[src/rtl/fft_helpers_twiddle_pkg.sv]
// Shared definitions for the FFT twiddle sequencer: FSM state encoding
// and constant functions that size the index and stage fields from N.
package fft_helpers_twiddle_pkg;

   // Sequencer states: waiting for a stage request, or streaming one.
   typedef logic [0:0] state_t;
   localparam state_t ST_IDLE = 1'b0;
   localparam state_t ST_RUN  = 1'b1;

   // Ceiling log2 usable in constant expressions (n >= 1).
   function automatic int clog2_f(input int n);
      int r;
      r = 0;
      for (int i = 0; i < 31; i++) begin
         if ((32'sd1 <<< i) < n) begin
            r = i + 1;
         end
      end
      return r;
   endfunction

   // Exact log2 of a power-of-two FFT size.
   function automatic int log2_f(input int n);
      return clog2_f(n);
   endfunction

   // Width of the stage request field: enough to name every stage, minimum 1.
   function automatic int stage_width_f(input int n);
      int w;
      w = clog2_f(log2_f(n));
      if (w < 1) begin
         w = 1;
      end
      return w;
   endfunction

endpackage

[src/rtl/fft_helpers_twiddle_lane.sv]
// One twiddle lane: maps butterfly index k at stage s onto the sine table
// and returns (cos, -/+sin). Purely combinational; the caller registers it.
// The stage input must already be clamped to log2(N)-1.
module fft_helpers_twiddle_lane
   import fft_helpers_twiddle_pkg::*;
#(
   parameter  int BIT_WIDTH = 16,
   parameter  int SIZE_FFT  = 8,
   localparam int LOGN      = log2_f(SIZE_FFT),
   localparam int KW        = LOGN - 1,
   localparam int SW        = stage_width_f(SIZE_FFT)
) (
   input  logic [KW-1:0]                        k_i,
   input  logic [SW-1:0]                        stage_i,
   input  logic                                 inverse_i,
   input  logic [SIZE_FFT-1:0][BIT_WIDTH-1:0]   table_i,
   output logic [BIT_WIDTH-1:0]                 real_o,
   output logic [BIT_WIDTH-1:0]                 imag_o
);

   // Two's complement negate that maps the most negative code to the
   // most positive one instead of wrapping back onto itself.
   function automatic logic [BIT_WIDTH-1:0] sat_neg(input logic [BIT_WIDTH-1:0] v);
      logic [BIT_WIDTH-1:0] min_v;
      min_v = {1'b1, {(BIT_WIDTH-1){1'b0}}};
      if (v == min_v) begin
         sat_neg = ~min_v;
      end else begin
         sat_neg = (~v) + {{(BIT_WIDTH-1){1'b0}}, 1'b1};
      end
   endfunction

   logic [LOGN-1:0]      mask_s;
   logic [LOGN-1:0]      m_s;
   logic [LOGN-1:0]      shamt_s;
   logic [LOGN-1:0]      idx_s;
   logic [LOGN-1:0]      ridx_s;
   logic [BIT_WIDTH-1:0] sine_s;

   // Table addressing: m = k mod 2^s, idx = m * N / 2^(s+1), cosine is the
   // sine a quarter period later; LOGN-bit arithmetic gives the mod N wrap.
   always_comb begin
      mask_s = '0;
      for (int b = 0; b < LOGN; b++) begin
         mask_s[b] = (32'(b) < 32'(stage_i));
      end
      m_s     = {1'b0, k_i} & mask_s;
      shamt_s = LOGN'(LOGN - 1) - LOGN'(stage_i);
      idx_s   = m_s << shamt_s;
      ridx_s  = idx_s + LOGN'(SIZE_FFT / 4);
      sine_s  = table_i[idx_s];
      real_o  = table_i[ridx_s];
      if (inverse_i) begin
         imag_o = sine_s;
      end else begin
         imag_o = sat_neg(sine_s);
      end
   end

endmodule

[src/rtl/fft_helpers_twiddle_sequencer.sv]
// Twiddle-factor sequencer: on a stage request, streams the N/2 twiddles of
// that FFT stage, LANES per beat, over a valid/ready interface with
// registered outputs and no bubbles between beats.
module fft_helpers_twiddle_sequencer
   import fft_helpers_twiddle_pkg::*;
#(
   parameter  int BIT_WIDTH  = 16,
   parameter  int DECIMAL_PT = 8,
   parameter  int SIZE_FFT   = 8,
   parameter  int LANES      = 2,
   localparam int LOGN       = log2_f(SIZE_FFT),
   localparam int SW         = stage_width_f(SIZE_FFT),
   localparam int BW         = LOGN - 1
) (
   input  logic                                 clk,
   input  logic                                 reset,
   input  logic [SIZE_FFT-1:0][BIT_WIDTH-1:0]   sine_wave_in,
   input  logic                                 start_val,
   output logic                                 start_rdy,
   input  logic [SW-1:0]                        start_stage,
   input  logic                                 start_inverse,
   output logic                                 out_val,
   input  logic                                 out_rdy,
   output logic [LANES-1:0][BIT_WIDTH-1:0]      out_real,
   output logic [LANES-1:0][BIT_WIDTH-1:0]      out_imag,
   output logic [BW-1:0]                        out_base,
   output logic                                 out_last,
   output logic                                 busy
);

   // The fixed-point position only documents the table format; reject
   // a configuration where it cannot fit in the word.
   if (DECIMAL_PT >= BIT_WIDTH) begin : g_bad_decimal_pt
      $error("DECIMAL_PT must be smaller than BIT_WIDTH");
   end

   localparam logic [BW-1:0] BASE_STEP = BW'(LANES);
   localparam logic [BW-1:0] BASE_LAST = BW'(SIZE_FFT / 2 - LANES);
   localparam logic [SW-1:0] STAGE_MAX = SW'(LOGN - 1);

   state_t                          state_q, state_d;
   logic [SW-1:0]                   stage_q, stage_d;
   logic                            inv_q, inv_d;
   logic [BW-1:0]                   base_q, base_d;
   logic                            val_q, val_d;
   logic                            last_q, last_d;
   logic [LANES-1:0][BIT_WIDTH-1:0] real_q, real_d;
   logic [LANES-1:0][BIT_WIDTH-1:0] imag_q, imag_d;

   logic [SW-1:0]                   stage_clamped_s;
   logic [BW-1:0]                   lane_base_s;
   logic [SW-1:0]                   lane_stage_s;
   logic                            lane_inv_s;
   logic [LANES-1:0][BW-1:0]        lane_k_s;
   logic [LANES-1:0][BIT_WIDTH-1:0] lane_real_s;
   logic [LANES-1:0][BIT_WIDTH-1:0] lane_imag_s;
   logic                            start_fire_s;
   logic                            out_fire_s;

   assign start_fire_s = start_val && (state_q == ST_IDLE);
   assign out_fire_s   = val_q && out_rdy;

   // Requests beyond the last stage behave as the last stage.
   always_comb begin
      if (32'(start_stage) > 32'(LOGN - 1)) begin
         stage_clamped_s = STAGE_MAX;
      end else begin
         stage_clamped_s = start_stage;
      end
   end

   // Lanes always compute the beat that would be loaded on the next edge:
   // beat 0 of the requested stage when idle, the following beat when running.
   always_comb begin
      if (state_q == ST_IDLE) begin
         lane_base_s  = '0;
         lane_stage_s = stage_clamped_s;
         lane_inv_s   = start_inverse;
      end else begin
         lane_base_s  = base_q + BASE_STEP;
         lane_stage_s = stage_q;
         lane_inv_s   = inv_q;
      end
   end

   for (genvar g = 0; g < LANES; g++) begin : g_lane
      assign lane_k_s[g] = lane_base_s + BW'(g);

      fft_helpers_twiddle_lane #(
         .BIT_WIDTH (BIT_WIDTH),
         .SIZE_FFT  (SIZE_FFT)
      ) u_lane (
         .k_i       (lane_k_s[g]),
         .stage_i   (lane_stage_s),
         .inverse_i (lane_inv_s),
         .table_i   (sine_wave_in),
         .real_o    (lane_real_s[g]),
         .imag_o    (lane_imag_s[g])
      );
   end

   // Stream control: accept a request in IDLE, advance one beat per
   // handshake in RUN, and drop back to IDLE after the final beat.
   always_comb begin
      state_d = state_q;
      stage_d = stage_q;
      inv_d   = inv_q;
      base_d  = base_q;
      val_d   = val_q;
      last_d  = last_q;
      real_d  = real_q;
      imag_d  = imag_q;
      case (state_q)
         ST_IDLE: begin
            if (start_fire_s) begin
               state_d = ST_RUN;
               stage_d = stage_clamped_s;
               inv_d   = start_inverse;
               base_d  = lane_base_s;
               val_d   = 1'b1;
               last_d  = (lane_base_s == BASE_LAST);
               real_d  = lane_real_s;
               imag_d  = lane_imag_s;
            end else begin
               val_d   = 1'b0;
            end
         end
         ST_RUN: begin
            if (out_fire_s) begin
               if (last_q) begin
                  state_d = ST_IDLE;
                  base_d  = '0;
                  val_d   = 1'b0;
                  last_d  = 1'b0;
               end else begin
                  base_d  = lane_base_s;
                  last_d  = (lane_base_s == BASE_LAST);
                  real_d  = lane_real_s;
                  imag_d  = lane_imag_s;
               end
            end else begin
               val_d   = 1'b1;
            end
         end
         default: begin
            state_d = ST_IDLE;
            base_d  = '0;
            val_d   = 1'b0;
            last_d  = 1'b0;
         end
      endcase
   end

   // State and output registers; reset aborts any stream in progress.
   always_ff @(posedge clk or negedge reset) begin
      if (!reset) begin
         state_q <= ST_IDLE;
         stage_q <= '0;
         inv_q   <= 1'b0;
         base_q  <= '0;
         val_q   <= 1'b0;
         last_q  <= 1'b0;
         real_q  <= '0;
         imag_q  <= '0;
      end else begin
         state_q <= state_d;
         stage_q <= stage_d;
         inv_q   <= inv_d;
         base_q  <= base_d;
         val_q   <= val_d;
         last_q  <= last_d;
         real_q  <= real_d;
         imag_q  <= imag_d;
      end
   end

   assign start_rdy = (state_q == ST_IDLE);
   assign busy      = (state_q == ST_RUN);
   assign out_val   = val_q;
   assign out_last  = last_q;
   assign out_base  = base_q;
   assign out_real  = real_q;
   assign out_imag  = imag_q;

endmodule

[config.mk]
export PLATFORM = sky130hd
export DESIGN_NAME = fft_helpers_twiddle_sequencer
export DESIGN_NICKNAME = d
export VERILOG_FILES = /design/src/rtl/fft_helpers_twiddle_pkg.sv /design/src/rtl/fft_helpers_twiddle_lane.sv /design/src/rtl/fft_helpers_twiddle_sequencer.sv
export SDC_FILE = /design/constraint.sdc
export NUM_CORES = 1
export LEC_CHECK = 0
export BUFFER_PORTS_ARGS = -buffer_cell sky130_fd_sc_hd__buf_2
export CAP_MARGIN = 15
export CORE_MARGIN = 8
export CORE_UTILIZATION = 50
export DETAILED_ROUTE_END_ITERATION = 12
export PLACE_DENSITY = 0.87
export SYNTH_ARGS = -nofsm -noshare
export SYNTH_HDL_FRONTEND = slang
export SYNTH_SLANG_ARGS = --single-unit
[constraint.sdc]
create_clock -name clk -period 5.3 [get_ports clk]
set_input_delay 0.795 -clock clk [delete_from_list [all_inputs] [get_ports clk]]
set_output_delay 0.795 -clock clk [all_outputs]
set_load 0.05 [all_outputs]
==> impl_metrics.ini <==
[sta]
final_hold_viol_count = 0
tns_ns = 0
report.final.setup_viol = 0
achievable-frequency_mhz = 208
timing.final.crit_period_ns = 4.81
finalClockSkew_ns = 0.00662
slew_violations = 0
min_period_over_period_pct = 90.7
max_slew_margin_pct = 33.3
rsz0062_at_grt = false
max_slew.worst_pin.slew_ns = 0.997

[job]
drv.max_cap_violation_count = 0

[clock_network]
post_cts.repair.setup_buffers = 0
clk_latency_ns = 0.35
cts_root_buf = sky130_fd_sc_hd__clkbuf_16
clk_sink_count = 72
ctsHtreeMaxLevel = 3
cts-root-to-sink-buffers = 2
cts_tree = yes
clkTransAtPathRegs_ns = 0.06
cts_made_buffers = 9

[worst_setup_path]
worst_ep_required_time_ns = 5.58
cp-end-kind = flip-flop
crit_type = input pin to flip-flop
worst_setup_start_kind = input pin
worstPathArrival_ns = 5.09
path_max_fanout = 46

[synthesis]
synth_top_cell_by_area = sky130_fd_sc_hd__dfrtp_1
post_synth_num_cell_types = 76
mappedNetlistArea_mm2 = 0.00681
number_of_cells_produced_by_synthesis = 832
synth_common_cells = sky130_fd_sc_hd__mux2i_1 (132), sky130_fd_sc_hd__nor2_1 (104), sky130_fd_sc_hd__nand2_1 (95), sky130_fd_sc_hd__a21oi_1 (76), sky130_fd_sc_hd__dfrtp_1 (72)
synthArstFlopShare_pct = 100
synth-main-ff-cell = sky130_fd_sc_hd__dfrtp_1
yosysWarningCount = 0
synth-seq-area-share_pct = 26.5
syn_area_per_cell_um2 = 8.19
yosysMostFrequentCell = sky130_fd_sc_hd__mux2i_1
syn_nets = 972
synth_top_cells_by_area = sky130_fd_sc_hd__dfrtp_1 (26%), sky130_fd_sc_hd__mux2i_1 (19%), sky130_fd_sc_hd__nor2_1 (5.7%)
synth_seq_cells = 72
synth_enable_flop_cells = 0
yosys.area.top_type_share_pct = 26.5

[detailed_routing]
post_drt_antenna_nets = 0
vias = 7591
detail_route.first_pass.iterations = 5
detailedRoute.firstIterationViolations = 900
detail_route.drc_violations = 0
drt-vias-per-instance = 6.30
drt-total-wl_um = 25900
routedWlPerCell_um = 21.5

[floorplanning]
core_area_mm2 = 0.0133
design.die.area_mm2 = 0.0176
fp.dieW_um = 133
start_util_pct = 51.2
die-height_um = 133
placement_rows = 42
top_level_ports = 205

[placed_design]
place_congestion = 1.02
dp_hpwl_um = 20000
number_of_buffers_inserted_by_port_buffering = 204

[global_routing]
pin_count_of_the_biggest_net_entering_global_routing = 73
gr-usage-all-layers_pct = 28.6
grt.overflow.total = 0
global_route_wire_length_before_repair_um = 40300
first_global_vias = 7317
antenna_found_initial = 9

[hold_path]
worst_hold_path_type = flip-flop to flip-flop

[final_layout]
nNetsFinal = 1158
final_layout_size_suffix_gt1_share_pct = 27.8
syn2layout_area_growth_pct = 22.1

[run_status]
result_of_the_run = complete, no violations
==> worst paths after layout <==
check	slack [ns]	endpoint	cells after the start	startpoint
setup / recovery	0.49	out_imag[28]$_DFFE_PN0P_	19	start_stage[1]
hold / removal	0.51	out_imag[18]$_DFFE_PN0P_	1	out_imag[18]$_DFFE_PN0P_
setup reg to reg	0.53	out_imag[28]$_DFFE_PN0P_	19	busy$_DFF_PN0_
hold reg to reg	0.51	out_imag[18]$_DFFE_PN0P_	1	out_imag[18]$_DFFE_PN0P_
max in group asynchronous	3.99	busy$_DFF_PN0_	1	reset
min in group asynchronous	0.58	out_real[13]$_DFFE_PN0P_	1	reset
==> metal layers <==
layer	vias up	share of wire [%]	track usage [%]	wire [µm]
li1	3443	-	-	-
met1	3569	40	34.5	10400
met5	-	0.17	0	45
met3	98	11	9.35	2810
met2	473	45	45.3	11600
met4	8	4.3	13.1	1100
==> through the flow <==
stage                     hold slack (ns)  util (%)  area, µm²  setup slack, ns  instances
final                               0.505      62.6       8320            0.492       1204
after global routing                0.521      62.5       8320            0.244       1203
after CTS                           0.510      62.5       8300            0.360       1199
after detailed placement            0.491      60.2       8010            0.206       1183
after global placement              0.490      60.2       8010            0.414       1183
after floorplan                     0.496         -       6810            0.832        832
==> placed cells by master, fill, tap and decap left out, drive strengths merged, types with 15 or more instances in the layout <==
master	n
a21oi	77
buf	236
dfrtp	72
mux2i	135
nand2	97
nand3	23
nor2	105
nor3	24
o21ai	15
o22a	16
o22ai	24
xnor2	18
==> final cells by class <==
| cell class | count | area (µm²) |
|---|---|---|
| antenna | 5 | 12.5 |
| multi-input combinational | 688 | 4650 |
| clock inverter | 6 | 68.8 |
| fill | 1181 | 4980 |
| clock buffer | 10 | 229 |
| timing repair buffer | 236 | 1290 |
| sequential | 72 | 1800 |
| tap | 176 | 220 |
| inverter | 11 | 41.3 |
==> state kept, by name, summed over array words and instances, names as in the netlist <==
signal / cells
out_imag: 32
out_real: 32
out_base: 2
stage_q: 2
busy: 1
inv_q: 1
out_last: 1
out_val: 1
==> timing repair <==
action,in CTS,in global routing
endpoints found under the setup margin,0,8
gates resized for setup,0,1
hold buffers,0,0
==> critical path, stage by stage <==
cell and delay [ns]:
sky130_fd_sc_hd__buf_2 0.11, sky130_fd_sc_hd__nand2b_1 0.22, sky130_fd_sc_hd__o21a_1 0.22, sky130_fd_sc_hd__ha_1 0.29, sky130_fd_sc_hd__nor4b_4 0.32, sky130_fd_sc_hd__a21o_1 0.34, sky130_fd_sc_hd__nand2_4 0.10, sky130_fd_sc_hd__buf_12 0.21
sky130_fd_sc_hd__mux2i_1 0.24, sky130_fd_sc_hd__mux2i_1 0.10, sky130_fd_sc_hd__mux2_2 0.31, sky130_fd_sc_hd__inv_1 0.06, sky130_fd_sc_hd__ha_1 0.21, sky130_fd_sc_hd__inv_1 0.07, sky130_fd_sc_hd__nor4_2 0.57, sky130_fd_sc_hd__nand2_2 0.13
sky130_fd_sc_hd__o31ai_4 0.40, sky130_fd_sc_hd__buf_4 0.24, sky130_fd_sc_hd__o22a_1 0.14
==> logic make-up (layout without fill, tap and decap cells) <==
logic type	Yosys count	count (layout)	share of synthesized area, %
mux	146	146	22.0
compound gates	209	209	20.9
xor+xnor	27	27	3.47
fa+ha+maj	5	5	0.919
flops	72	72	26.5
simple gates	301	301	20.8
buf+inv	72	263	5.47
other cells	0	5	0
Power is left out: the tool's default activity adds up to more than one toggle a clock period on the data nets, which glitch-free logic cannot reach.
